## src/rtl/multicycle_ctrl_pkg.sv

```systemverilog
// Shared encodings for the multicycle RV32 subset: opcodes, FSM states,
// instruction classes and the ALUSel/ImmSel codes seen by the datapath.
package multicycle_ctrl_pkg;

    localparam logic [6:0] OPC_R     = 7'b0110011;
    localparam logic [6:0] OPC_I     = 7'b0010011;
    localparam logic [6:0] OPC_LOAD  = 7'b0000011;
    localparam logic [6:0] OPC_STORE = 7'b0100011;

    localparam logic [2:0] F3_WORD  = 3'b010;
    localparam logic [2:0] F3_SHIFT = 3'b101;

    localparam logic [1:0] IMM_I = 2'b00;
    localparam logic [1:0] IMM_S = 2'b01;

    localparam logic [3:0] ALU_ADD = 4'b0000;

    typedef enum logic [2:0] {
        ST_FETCH  = 3'd0,
        ST_DECODE = 3'd1,
        ST_EXEC   = 3'd2,
        ST_MEM    = 3'd3,
        ST_WB     = 3'd4,
        ST_TRAP   = 3'd5
    } state_t;

    typedef enum logic [2:0] {
        CLS_R   = 3'd0,
        CLS_I   = 3'd1,
        CLS_LW  = 3'd2,
        CLS_SW  = 3'd3,
        CLS_ILL = 3'd4
    } cls_t;

    typedef struct packed {
        cls_t       cls;
        logic [1:0] imm_sel;
        logic [3:0] alu_sel;
        logic       bsel;
        logic       wbsel;
    } ctrl_t;

    // Idle field values double as the reset-visible values of the control outputs.
    localparam ctrl_t CTRL_IDLE = '{cls: CLS_ILL, imm_sel: IMM_I, alu_sel: ALU_ADD,
                                    bsel: 1'b0, wbsel: 1'b1};

endpackage

```

## src/rtl/multicycle_ctrl_decode.sv

```systemverilog
// Combinational decode of the instruction register into class and
// datapath control fields.
module ctrl_decode
    import multicycle_ctrl_pkg::*;
(
    input  logic [6:0] opcode,
    input  logic [2:0] funct3,
    input  logic       funct7_5,
    output ctrl_t      ctrl
);

    always_comb begin
        ctrl = CTRL_IDLE;
        case (opcode)
            OPC_R: begin
                ctrl.cls     = CLS_R;
                ctrl.alu_sel = {funct7_5, funct3};
                ctrl.bsel    = 1'b0;
                ctrl.wbsel   = 1'b1;
            end
            OPC_I: begin
                ctrl.cls = CLS_I;
                // Only the shift-right pair uses bit 30 to pick logical vs arithmetic.
                ctrl.alu_sel = (funct3 == F3_SHIFT) ? {funct7_5, funct3} : {1'b0, funct3};
                ctrl.bsel    = 1'b1;
                ctrl.wbsel   = 1'b1;
            end
            OPC_LOAD: begin
                if (funct3 == F3_WORD) begin
                    ctrl.cls     = CLS_LW;
                    ctrl.alu_sel = ALU_ADD;
                    ctrl.bsel    = 1'b1;
                    ctrl.wbsel   = 1'b0;
                end
            end
            OPC_STORE: begin
                if (funct3 == F3_WORD) begin
                    ctrl.cls     = CLS_SW;
                    ctrl.imm_sel = IMM_S;
                    ctrl.alu_sel = ALU_ADD;
                    ctrl.bsel    = 1'b1;
                    ctrl.wbsel   = 1'b1;
                end
            end
            default: ;
        endcase
    end

endmodule

```

## src/rtl/multicycle_ctrl.sv

```systemverilog
// Multicycle controller: FETCH/DECODE/EXEC/MEM/WB sequencing, PC, IR,
// retired-instruction counter and a sticky illegal-instruction trap.
module multicycle_ctrl
    import multicycle_ctrl_pkg::*;
#(
    parameter logic [31:0] RESET_PC = 32'h0000_0000
) (
    input  logic        CLK,
    input  logic        RST,
    output logic [31:0] imem_addr,
    input  logic [31:0] imem_rdata,
    input  logic        imem_valid,
    output logic [31:0] instructionCode,
    output logic [1:0]  ImmSel,
    output logic        RegWEn,
    output logic        BSel,
    output logic [3:0]  ALUSel,
    output logic        MemRW,
    output logic        WBSel,
    output logic        illegal,
    output logic [31:0] instret,
    output logic [2:0]  dbg_state
);

    // imem handshake: imem_rdata is taken on the first rising edge in FETCH
    // where imem_valid=1; there is no ready, FETCH itself is the ready window.

    state_t      state_q, state_d;
    logic [31:0] pc_q, pc_d;
    logic [31:0] ir_q, ir_d;
    logic [31:0] instret_q, instret_d;
    logic        illegal_q, illegal_d;
    logic        retire;
    logic        active;
    ctrl_t       dec;

    ctrl_decode u_ctrl_decode (
        .opcode  (ir_q[6:0]),
        .funct3  (ir_q[14:12]),
        .funct7_5(ir_q[30]),
        .ctrl    (dec)
    );

    always_ff @(posedge CLK or posedge RST) begin
        if (RST) begin
            state_q   <= ST_FETCH;
            pc_q      <= RESET_PC;
            ir_q      <= 32'h0;
            instret_q <= 32'h0;
            illegal_q <= 1'b0;
        end else begin
            state_q   <= state_d;
            pc_q      <= pc_d;
            ir_q      <= ir_d;
            instret_q <= instret_d;
            illegal_q <= illegal_d;
        end
    end

    always_comb begin
        state_d   = state_q;
        pc_d      = pc_q;
        ir_d      = ir_q;
        instret_d = instret_q;
        illegal_d = illegal_q;
        retire    = 1'b0;
        case (state_q)
            ST_FETCH: begin
                if (imem_valid) begin
                    ir_d    = imem_rdata;
                    state_d = ST_DECODE;
                end
            end
            ST_DECODE: begin
                if (dec.cls == CLS_ILL) begin
                    state_d   = ST_TRAP;
                    illegal_d = 1'b1;
                end else begin
                    state_d = ST_EXEC;
                end
            end
            ST_EXEC: begin
                state_d = (dec.cls == CLS_LW || dec.cls == CLS_SW) ? ST_MEM : ST_WB;
            end
            ST_MEM: begin
                if (dec.cls == CLS_SW) begin
                    state_d = ST_FETCH;
                    retire  = 1'b1;
                end else begin
                    state_d = ST_WB;
                end
            end
            ST_WB: begin
                state_d = ST_FETCH;
                retire  = 1'b1;
            end
            ST_TRAP: begin
                illegal_d = 1'b1;
            end
            default: state_d = ST_FETCH;
        endcase
        // Both counters wrap naturally at 2^32.
        if (retire) begin
            pc_d      = pc_q + 32'd4;
            instret_d = instret_q + 32'd1;
        end
    end

    always_comb begin
        active = (state_q == ST_DECODE) || (state_q == ST_EXEC) ||
                 (state_q == ST_MEM)    || (state_q == ST_WB);
        ImmSel          = active ? dec.imm_sel : CTRL_IDLE.imm_sel;
        ALUSel          = active ? dec.alu_sel : CTRL_IDLE.alu_sel;
        BSel            = active ? dec.bsel    : CTRL_IDLE.bsel;
        WBSel           = active ? dec.wbsel   : CTRL_IDLE.wbsel;
        RegWEn          = (state_q == ST_WB) && (ir_q[11:7] != 5'd0);
        MemRW           = (state_q == ST_MEM) && (dec.cls == CLS_SW);
        imem_addr       = pc_q;
        instructionCode = ir_q;
        illegal         = illegal_q;
        instret         = instret_q;
        dbg_state       = state_q;
    end

endmodule

```

## config.mk

```make
export PLATFORM = sky130hd
export DESIGN_NAME = multicycle_ctrl
export DESIGN_NICKNAME = d
export VERILOG_FILES = /design/src/rtl/multicycle_ctrl_pkg.sv /design/src/rtl/multicycle_ctrl_decode.sv /design/src/rtl/multicycle_ctrl.sv
export SDC_FILE = /design/constraint.sdc
export NUM_CORES = 1
export LEC_CHECK = 0
export CAP_MARGIN = 15
export CORE_MARGIN = 2
export CORE_UTILIZATION = 43
export CTS_BUF_LIST = sky130_fd_sc_hd__clkbuf_8
export DETAILED_ROUTE_END_ITERATION = 12
export PLACE_DENSITY = 0.78
export SETUP_SLACK_MARGIN = 0.02
export SYNTH_ARGS = -nofsm -noshare
export SYNTH_HDL_FRONTEND = slang
export SYNTH_HIERARCHICAL = 1
export SYNTH_SLANG_ARGS = --single-unit
```

## constraint.sdc

```tcl
create_clock -name CLK -period 3.1 [get_ports CLK]
set_input_delay 0.465 -clock CLK [delete_from_list [all_inputs] [get_ports CLK]]
set_output_delay 0.465 -clock CLK [all_outputs]
set_load 0.01 [all_outputs]
```

==> results.md <==
* Status: complete, no violations
* CP peak stage delay at 0.56 ns
* Final Max Slew Viols at 0
* P per Cell Area at 543 nW/µm²
* Avg Vias per Cell at 5.00
* Peak VDD IR at 435 µV
* Die Outline Area at 11,300 µm²
* Distinct cells, synth at 43
* Switching pwr at 0.975 mW
* Hold_buf cts at 0
* Initial antenna violation count at 0
* Cell count after synthesis at 389
* Total track usage at 18.2%
* Unrepaired setup endpoints after global routing: false
* Syn Std Cell Area at 4520 µm²
* Ant diodes at 0
* TritonCTS Buffers at 9
* Root Buffer Master: clkbuf_8
* GP Congestion at 0.860
* Die Y at 106 µm
* Core box area at 10,300 µm²
* Clock Power Share at 25.9%
* HPWL after DPL at 7370 µm
* Fin nets at 571
* Filler cells at 845
* Part of the cycle the worst path needs at 93.3%
* Final setup viols at 0
* Die width at 106 µm
* DRT antenna net count at 0
* Warnings from Yosys at 6
* Minimum clock period at 2.89 ns
* CTS sink cnt at 98
* Crit path max fanout at 4
* Sequential Area at 2450 µm²
* Lkg Pwr at 2.73 nW
* Highest Clock Rate at 346 MHz
* Crit Path Category: reg -> out
* Initial Utilization at 43.9%
* Final worst slack at 0.207 ns
* Longest Clk Path Bufs at 2
* Sum of negative setup slack at 0 ns
* Comb power frac at 26.4%
* Average size of a mapped cell at 11.6 µm²
* Largest delay share family, worst path: simple AND/OR/NAND/NOR gates
* Post-route insts no fill at 674
* Worst Clk Skew at 0.0131 ns
* Area Growth Syn to Fin at 39.3%
* Slew margin rel. at 57.5%
* Post-Route WL at 9910 µm
* CP max-delay cell: clkdlybuf4s50_1
* Req. time, crit path at 2.63 ns
* Via count at 3,369
* Sequential Power Share at 47.7%
* # DRC at 0
* CTS clock-pin slew for the worst setup and hold paths at 0.09 ns
* Power, Total at 3.42 mW
* First-pass GRT wire length at 16,600 µm
* Arr. time, crit path at 2.43 ns
* Drt initial violations at 82
* Num ports at 145
* IO buf count at 141
* Worst slack, placed at 0.226 ns
* First-pass DRT Iterations at 4
* Final Hold Vio Count at 0
* Dpl cells at 658
* Critical path, cell by cell: nand2_1 -> nor4_4 -> o21ai_1 -> nand4b_1 -> nor2_1 -> clkdlybuf4s50_1
* Switching share of total power at 28.5%
* Buf+Inv Stages, Crit Path at 1
* Most frequent cells in the layout: clkdlybuf4s50_1 (141), dfrtp_1 (98), xnor2_1 (35)
* CTS tree: done
* Global-route congestion overflow total at 0
* Pint at 2.44 mW
* Layout cell share with drive strength beyond 1 at 12.3%
* Most common cell after layout, fill and taps aside: clkdlybuf4s50_1
* Register area share after synthesis at 54.3%
* Crit path launch type: flip-flop
* Number of global-route vias before repair at 3,454
* Clock latency on the worst-skew pair at 0.36 ns
* H-tree levels at 3
* Critical path endpoint category: output port
* Yosys reg bits at 98
* Post-Route Utilization at 61.2%
* Pin count of the biggest net entering global routing at 52
* Area of the multi-input gates at 1970 µm²
* Worst hold path class: reg -> reg
* Std cell rows at 37
* DR WL/cell at 14.7 µm
* Max-Cap Viols at 0
* Worst-Margin Slew at 0.637 ns
-- layer usage --
metal | GRT usage, % | up-vias | part of all wire, %
met5 | 0 | - | 0
met4 | 6.03 | 0 | 1.4
met3 | 3.37 | 11 | 5.2
met2 | 30.2 | 101 | 48
met1 | 24.2 | 1635 | 45
li1 | - | 1622 | -
-- worst reg2reg max path: stages, from the launching register on --
cell and delay (ns):
dfrtp_1 0.37, nand2_1 0.10, nor4_4 0.38, o21ai_1 0.20, nand4b_1 0.32, o21ai_2 0.35
nand3_2 0.27, or3_1 0.45, xnor2_1 0.13
-- power by group through the flow --
stage / clock network, mW / logic [mW] / registers, mW
2_1_floorplan: 0 / 0.411 / 1.68
3_3_place_gp: 0 / 0.894 / 1.64
3_5_place_dp: 0 / 0.912 / 1.65
4_1_cts: 0.915 / 0.916 / 1.63
5_1_grt: 0.964 / 0.981 / 1.66
6_report: 0.887 / 0.901 / 1.63
-- cell families (layout without fill, tap and decap cells) --
| group | count (synthesis) | after routing | synth area share, % |
|---|---|---|---|
| adder cells (fa/ha/maj) | 2 | 2 | 0.554 |
| flip-flops | 98 | 98 | 54.3 |
| other | 2 | 3 | 0.166 |
| buffers and inverters | 19 | 167 | 2.35 |
| multiplexers | 33 | 33 | 8.20 |
| AO/OA/AOI/OAI | 12 | 12 | 1.88 |
| XOR/XNOR | 61 | 61 | 11.8 |
| AND/OR/NAND/NOR | 162 | 162 | 20.7 |
-- synth_stat cells (all sizes together) --
| cell | n | area, µm² |
|---|---|---|
| or2 | 2 | 12.5 |
| and3 | 11 | 72.6 |
| nor4 | 8 | 95.1 |
| nor2 | 28 | 105 |
| nand2b | 5 | 31.3 |
| and2 | 11 | 68.8 |
| xor2 | 26 | 228 |
| nor3b | 1 | 7.51 |
| nor2b | 2 | 12.5 |
| and4 | 7 | 61.3 |
| nor3 | 10 | 50.1 |
| xnor2 | 35 | 307 |
| dfrtp | 98 | 2450 |
| clkbuf | 2 | 7.51 |
| ha | 2 | 25.0 |
| mux2i | 1 | 10.0 |
| nor4b | 3 | 41.3 |
| nand3b | 2 | 15.0 |
| or3b | 1 | 11.3 |
| mux2 | 32 | 360 |
| nand3 | 22 | 115 |
| nand4b | 1 | 8.76 |
| or3 | 2 | 17.5 |
| o31ai | 1 | 7.51 |
| conb | 2 | 7.51 |
| o22ai | 1 | 6.26 |
| o21ai | 3 | 18.8 |
| nand2 | 31 | 116 |
| nand4 | 15 | 93.8 |
| inv | 7 | 26.3 |
| buf | 10 | 72.6 |
| a21oi | 3 | 15.0 |
| o21a | 3 | 30.0 |
| o21bai | 1 | 7.51 |
-- cell type report --
type                       count  share of cell area (%)
sequential                    98                    39.0
multi-input combinational    273                    31.3
timing repair buffer         145                    23.1
tap                          136                    2.70
clock buffer                  10                    2.19
clock inverter                 5                    1.27
inverter                       7                   0.457
-- final timing paths --
path                                     from                  end  slack (ns)  cells after the start
min                               instret[31]          instret[31]        0.48                      1
max reg2reg                instructionCode[0]          instret[22]        0.43                      8
min in group asynchronous                 RST  instructionCode[23]        0.54                      2
max in group asynchronous                 RST          instret[16]        1.87                      3
max                        instructionCode[0]                MemRW        0.21                      6
min reg2reg                       instret[31]          instret[31]        0.48                      1
-- registers in the layout, summed over array words and instances, names as in the netlist --
name / count
imem_addr: 30
illegal: 1
instret: 32
dbg_state: 3
instructionCode: 32
-- through the flow --
step	hold WS, ns	instance area, µm²
floorplan	0.504	4520
global placement	0.462	6070
detailed placement	0.457	6070
CTS	0.482	6290
global route	0.510	6290
finish	0.477	6290
-- timing repair --
item,CTS,global route
resized for setup,0,1
buffers inserted,1,0
pin swaps,1,1
gates cloned,0,0
endpoints found under the hold margin,0,0
endpoints found under the setup margin,1,1
Note: power is estimated with default switching activity, not from simulation.
==> RTL change 1, RTL diff (same settings) <==
`instret_q` no longer has a reset.
--- a/src/rtl/multicycle_ctrl.sv
+++ b/src/rtl/multicycle_ctrl.sv
@@ -46,15 +46,17 @@
             state_q   <= ST_FETCH;
             pc_q      <= RESET_PC;
             ir_q      <= 32'h0;
-            instret_q <= 32'h0;
             illegal_q <= 1'b0;
         end else begin
             state_q   <= state_d;
             pc_q      <= pc_d;
             ir_q      <= ir_d;
-            instret_q <= instret_d;
             illegal_q <= illegal_d;
         end
+    end
+
+    always_ff @(posedge CLK) begin
+        instret_q <= instret_d;
     end
 
     always_comb begin
Check against the original RTL: differs if RST is asserted again (counterexample within 10 cycles, from zero or initial values and one cycle with RST high); with RST held inactive, the same outputs for 10 cycles.
==> RTL change 1 against the unedited design <==
Setup slack improved by 3.6 ps; synthesized area rose by 4.7%; first-iteration DRC count rose by 43%; sequential cell count did not move; wire length rose by 2.0%; die area rose by 4.5%; final area rose by 3.6%; critical path type unchanged.
Power is not compared: it rests on default switching activity, and its combinational part moved more than twofold at a synthesized area within 25%.
==> RTL change 1: results (changes against the unedited design) <==
----------------------------------------------------
[Logic synthesis]
  Leading post-synthesis cells by cell area ... sky130_fd_sc_hd__dfrtp_1, sky130_fd_sc_hd__edfxtp_1, sky130_fd_sc_hd__mux2_2
  Post-synth top cells ... sky130_fd_sc_hd__dfrtp_1, sky130_fd_sc_hd__xnor2_1, sky130_fd_sc_hd__edfxtp_1, sky130_fd_sc_hd__mux2_2, sky130_fd_sc_hd__nand2_1
  Post-synthesis async set-or-reset flop share ... 67.3% (-33 points)
  Part of the Yosys area used for sequential elements ... 55.2% (+0.94 points)
  Count of flip-flops with a built-in enable after synthesis ... 32 (+32)
  Post-synth cell types ... 45 (+4.7%)

[GRT]
  Grt met2 use ... 28.1% (-2.1 points)
  Met3 track utilization from global routing ... 5.26% (+1.9 points)
  First-pass GRT wire length ... 16,300 um (-1.3%)
  Grt met1 use ... 23.0% (-1.1 points)
  Maximum number of pins on one net before global-route repair ... 39 (-25%)
  Vias in the first global route ... 3,235 (-6.3%)
  Total GRT Usage ... 17.8% (-0.44 points)

[Cells and area]
  Number of filler instances in the final layout ... 863 (+2.1%)
  Layout cells sized above 1 ... 15.7% (+3.5 points)
  Net count reported at finish ... 547 (-4.2%)
  Fin cells ... 655 (-2.8%)

[Detailed routing]
  Post-DR vias/cell ... 5.01 (+0.27%)
  First DRT Iteration DRCs ... 117 (+43%)
  Total wire length ... 10,100 um (+2.0%)

[Critical path]
  Slowest stage cell, crit path ... sky130_fd_sc_hd__clkdlybuf4s50_1
  Worst Path Max Fanout ... 7 (+3)
  Worst stage delay on the critical path ... 540 ps (-20 ps)

[Timing]
  Transition at the pin with the smallest max-transition slack ... 664 ps (+27.0 ps)
  Worst setup skew after layout ... 12.3 ps (-0.783 ps)

[Placement]
  Setup slack at placement ... 491 ps (+265 ps)
  Inst Count DP ... 638 (-3.0%)

[Clock network]
  Number of buffers added for setup after CTS ... 0 (-1)

[Run status]
  Status ... complete, no violations

----------------------------------------------------
[RTL change 1: changes by cell type after synthesis, moves of 4 or more]
cell,before,now
sky130_fd_sc_hd__xnor2_2,0,4
sky130_fd_sc_hd__nor4_1,5,0
sky130_fd_sc_hd__xor2_1,26,18
sky130_fd_sc_hd__dfrtp_1,98,66
sky130_fd_sc_hd__nor3_1,10,2
sky130_fd_sc_hd__edfxtp_1,0,32
sky130_fd_sc_hd__and3_1,8,18
sky130_fd_sc_hd__nor2_1,28,14
sky130_fd_sc_hd__nand4_4,0,4
sky130_fd_sc_hd__nand4_1,15,9
sky130_fd_sc_hd__nand2_1,31,23
[RTL change 1: cell type report]
cell class | instances | share of cell area, %
Sequential cell | 98 | 40.1
Clock inverter | 7 | 1.29
Clock buffer | 9 | 1.90
Tap cell | 140 | 2.69
Multi-Input combinational cell | 249 | 30.9
Inverter | 6 | 0.345
Timing Repair Buffer | 146 | 22.8
[RTL change 1: kinds of logic after synthesis]
logic type                 synth area share [%]
and+or+nand+nor                            20.1
other                                     0.159
adders and majority gates                 0.529
AOI/OAI and AO/OA                          2.04
xor gates and xnor gates                   11.7
muxes                                      7.86
DFF                                        55.2
buffers and inverters                      2.33
[RTL change 1: worst paths after layout]
check	end	slack, ps	cells past startpoint	from
min in group asynchronous	imem_addr[11]	550	2	RST
max in group asynchronous	instructionCode[31]	1920	3	RST
setup reg to reg	imem_addr[11]	590	10	instructionCode[1]
setup / recovery	MemRW	210	7	instructionCode[1]
hold / removal	illegal	480	1	illegal
hold reg to reg	illegal	480	1	illegal
[RTL change 1: metal layers]
layer / wire, um / share of wire (%) / vias up
met3: 731 / 7.2 / 12
met1: 4410 / 44 / 1598
li1: - / - / 1563
met4: 162 / 1.6 / 0
met5: 0 / 0 / -
met2: 4810 / 48 / 110
==> RTL change 2, RTL diff (config.mk and constraints unchanged) <==
Without the edit above. Register the input `imem_rdata` before use, with the module's reset. The logic sees it one clock later. The other inputs are not delayed to match.
--- a/src/rtl/multicycle_ctrl.sv
+++ b/src/rtl/multicycle_ctrl.sv
@@ -21,6 +21,16 @@
     output logic [31:0] instret,
     output logic [2:0]  dbg_state
 );
+
+    logic [31:0] imem_rdata_q;
+
+    always_ff @(posedge CLK or posedge RST) begin
+        if (RST) begin
+            imem_rdata_q <= '0;
+        end else begin
+            imem_rdata_q <= imem_rdata;
+        end
+    end
 
     // imem handshake: imem_rdata is taken on the first rising edge in FETCH
     // where imem_valid=1; there is no ready, FETCH itself is the ready window.
@@ -67,7 +77,7 @@
         case (state_q)
             ST_FETCH: begin
                 if (imem_valid) begin
-                    ir_d    = imem_rdata;
+                    ir_d    = imem_rdata_q;
                     state_d = ST_DECODE;
                 end
             end
Check against the original RTL: not equivalent (Yosys sat finds a counterexample within 4 cycles, from zero or initial values and one cycle with RST high).
==> RTL change 2 against the unedited design <==
Cell count increased by 12%; final area up 16%; worst hold slack got worse by 8.2 ps; synthesized area up 18%; setup slack lost 2.1 ps; sequential cell count rose by 32; wire length is 15% higher; die area grew 17%; count of clock-buffer cells in the layout up 9.
Power is not compared: it rests on default switching activity, and its combinational part moved more than twofold at a synthesized area within 25%.
==> RTL change 2: results (changes against the unedited design) <==
----------------------------------------------------
[Run status]
  Status ... complete, no violations

[Clock network]
  CTS clk-pin slew, worst paths ... 70 ps (-20 ps)
  Source-to-sink clock delay at the later pin of the worst-skew pair ... 430 ps (+70 ps)
  Clock Tree Root ... sky130_fd_sc_hd__clkbuf_8
  Number of H-tree levels ... 4 (+1)
  Cts bufs inserted ... 17 (+8)
  Number of buffers on the longest clock path ... 2 (unchanged)

[Timing]
  Max-slew headroom at the worst pin ... 56.0% (-1.6 points)
  Worst setup skew after layout ... 7.69 ps (-5.42 ps)
  Hold slack ... 469 ps (-8.24 ps)

[Cells and area]
  Number of filler instances in the final layout ... 989 (+17%)
  Net count reported at finish ... 614 (+7.5%)
  Layout cells sized above 1 ... 13.6% (+1.3 points)
  Multi-input logic area ... 0.00198 mm2 (+0.51%)
  Antenna diodes ... 0 (unchanged)

[Power]
  Leakage power ... 0.00327 uW
  Peak supply drop ... 0.000323 V

[Detailed routing]
  First DRT Iteration DRCs ... 220 (+170%)
  Post-DR vias/cell ... 4.89 (-2.2%)
  Total wire length ... 11,400 um (+15%)
  First-pass iteration count of the detailed router ... 4 (unchanged)
  Routed WL per cell ... 15.0 um (+2.1%)

[Critical path]
  Worst stage delay on the critical path ... 540 ps (-20 ps)
  FF-to-FF path depth ... 9 (+1)
  Reg2Reg Launch Point ... instructionCode[14]
  Slowest stage cell, crit path ... sky130_fd_sc_hd__clkdlybuf4s50_1
  Register-to-register setup slack ... 430 ps (about the same)
  Critical path data arrival time ... 2430 ps (about the same)
  Worst Path Max Fanout ... 9 (+5)
  Worst r2r dst ... instret[25]

[Worst hold path]
  Launch point of the worst hold path ... imem_rdata[4]
  Worst hold path endpoint ... imem_rdata_q[4]
  Tightest Hold Check Type ... in -> reg
  Instance count along the most critical hold path ... 1 (unchanged)

[Placement]
  Sum of net half-perimeters after detailed placement ... 8030 um (+8.9%)
  IO buf count ... 141 (unchanged)
  Placed cell areas ... 0.00693 mm2 (+14%)
  Setup slack at placement ... 481 ps (+256 ps)
  Inst Count DP ... 725 (+10%)
  Routability-driven placement congestion ratio ... 0.816 (-5.1%)

[Logic synthesis]
  Post-synth cell types ... 39 (-9.3%)
  Mean Syn Cell Area ... 12.7 um2 (+9.0%)
  Leading post-synthesis cells by cell area ... sky130_fd_sc_hd__dfrtp_1, sky130_fd_sc_hd__mux2_2, sky130_fd_sc_hd__xnor2_1
  Post-synth top flop ... sky130_fd_sc_hd__dfrtp_1
  Part of the Yosys area used for sequential elements ... 61.1% (+6.8 points)
  Post-synthesis async set-or-reset flop share ... 100% (unchanged)
  Yosys warning count ... 6 (unchanged)
  Post-synth top cells ... sky130_fd_sc_hd__dfrtp_1, sky130_fd_sc_hd__xnor2_1, sky130_fd_sc_hd__nand2_1, sky130_fd_sc_hd__mux2_2, sky130_fd_sc_hd__nand3_1

[GRT]
  Maximum number of pins on one net before global-route repair ... 131 (+150%)
  Vias in the first global route ... 3,869 (+12%)
  Total GRT Usage ... 18.6% (+0.43 points)
  Initial antenna violation count ... 0 (unchanged)
  First-pass GRT wire length ... 19,200 um (+16%)

----------------------------------------------------
## RTL change 2: what timing repair did
item                                    in CTS  in global routing
buffers inserted                             0                  1
resized for setup                            0                  3
endpoints found under the setup margin       0                  1
## RTL change 2: routing by layer
metal  track usage (%)  share of wire, %  vias up
met3              6.96               5.1       13
li1                  -                 -     1754
met4              6.99               1.4        0
met2              29.9                50       93
met5                 0                 0        -
met1              23.0                44     1834
## RTL change 2: critical path, delay by kind of cell, from the launching register on
family	cells	cell delay, ps
buffers and inverters	2	730
DFF	1	420
and+or+nand+nor	4	830
## RTL change 2: power by group
| group | internal (uW) | total (uW) | switching [uW] |
|---|---|---|---|
| clock | 645 | 1250 | 601 |
| combinational | 40.7 | 80.2 | 39.4 |
| sequential | 1720 | 1720 | 4.85 |
| total | 2400 | 3050 | 646 |
## RTL change 2: cell families (layout without fill, tap and decap cells)
kind of cell | count (synthesis) | in the layout | synth area share (%)
compound gates | 14 | 14 | 1.62
fa+ha+maj | 2 | 2 | 0.470
mux | 33 | 33 | 6.98
other cells | 2 | 3 | 0.141
simple gates | 161 | 161 | 17.7
buf+inv | 18 | 184 | 2.04
xor+xnor | 61 | 61 | 10.0
flops | 130 | 130 | 61.1
## RTL change 2: layout make-up
type                       count  area share, %
sequential                   130           44.7
multi-input combinational    274           27.2
timing repair buffer         148           20.3
clock buffer                  19           3.59
tap                          168           2.89
clock inverter                11           1.03
inverter                       6          0.361
## RTL change 2: worst max-delay path by stage
stage                       startpoint          end  slack [ps]  cells past startpoint
floorplan           instructionCode[6]  instret[30]         600                      8
global placement    instructionCode[4]  instret[30]         560                      8
detailed placement  instructionCode[4]  instret[24]         480                      8
CTS                 instructionCode[4]        MemRW          70                      6
global route        instructionCode[6]        MemRW          60                      6
finish              instructionCode[6]        MemRW         200                      6
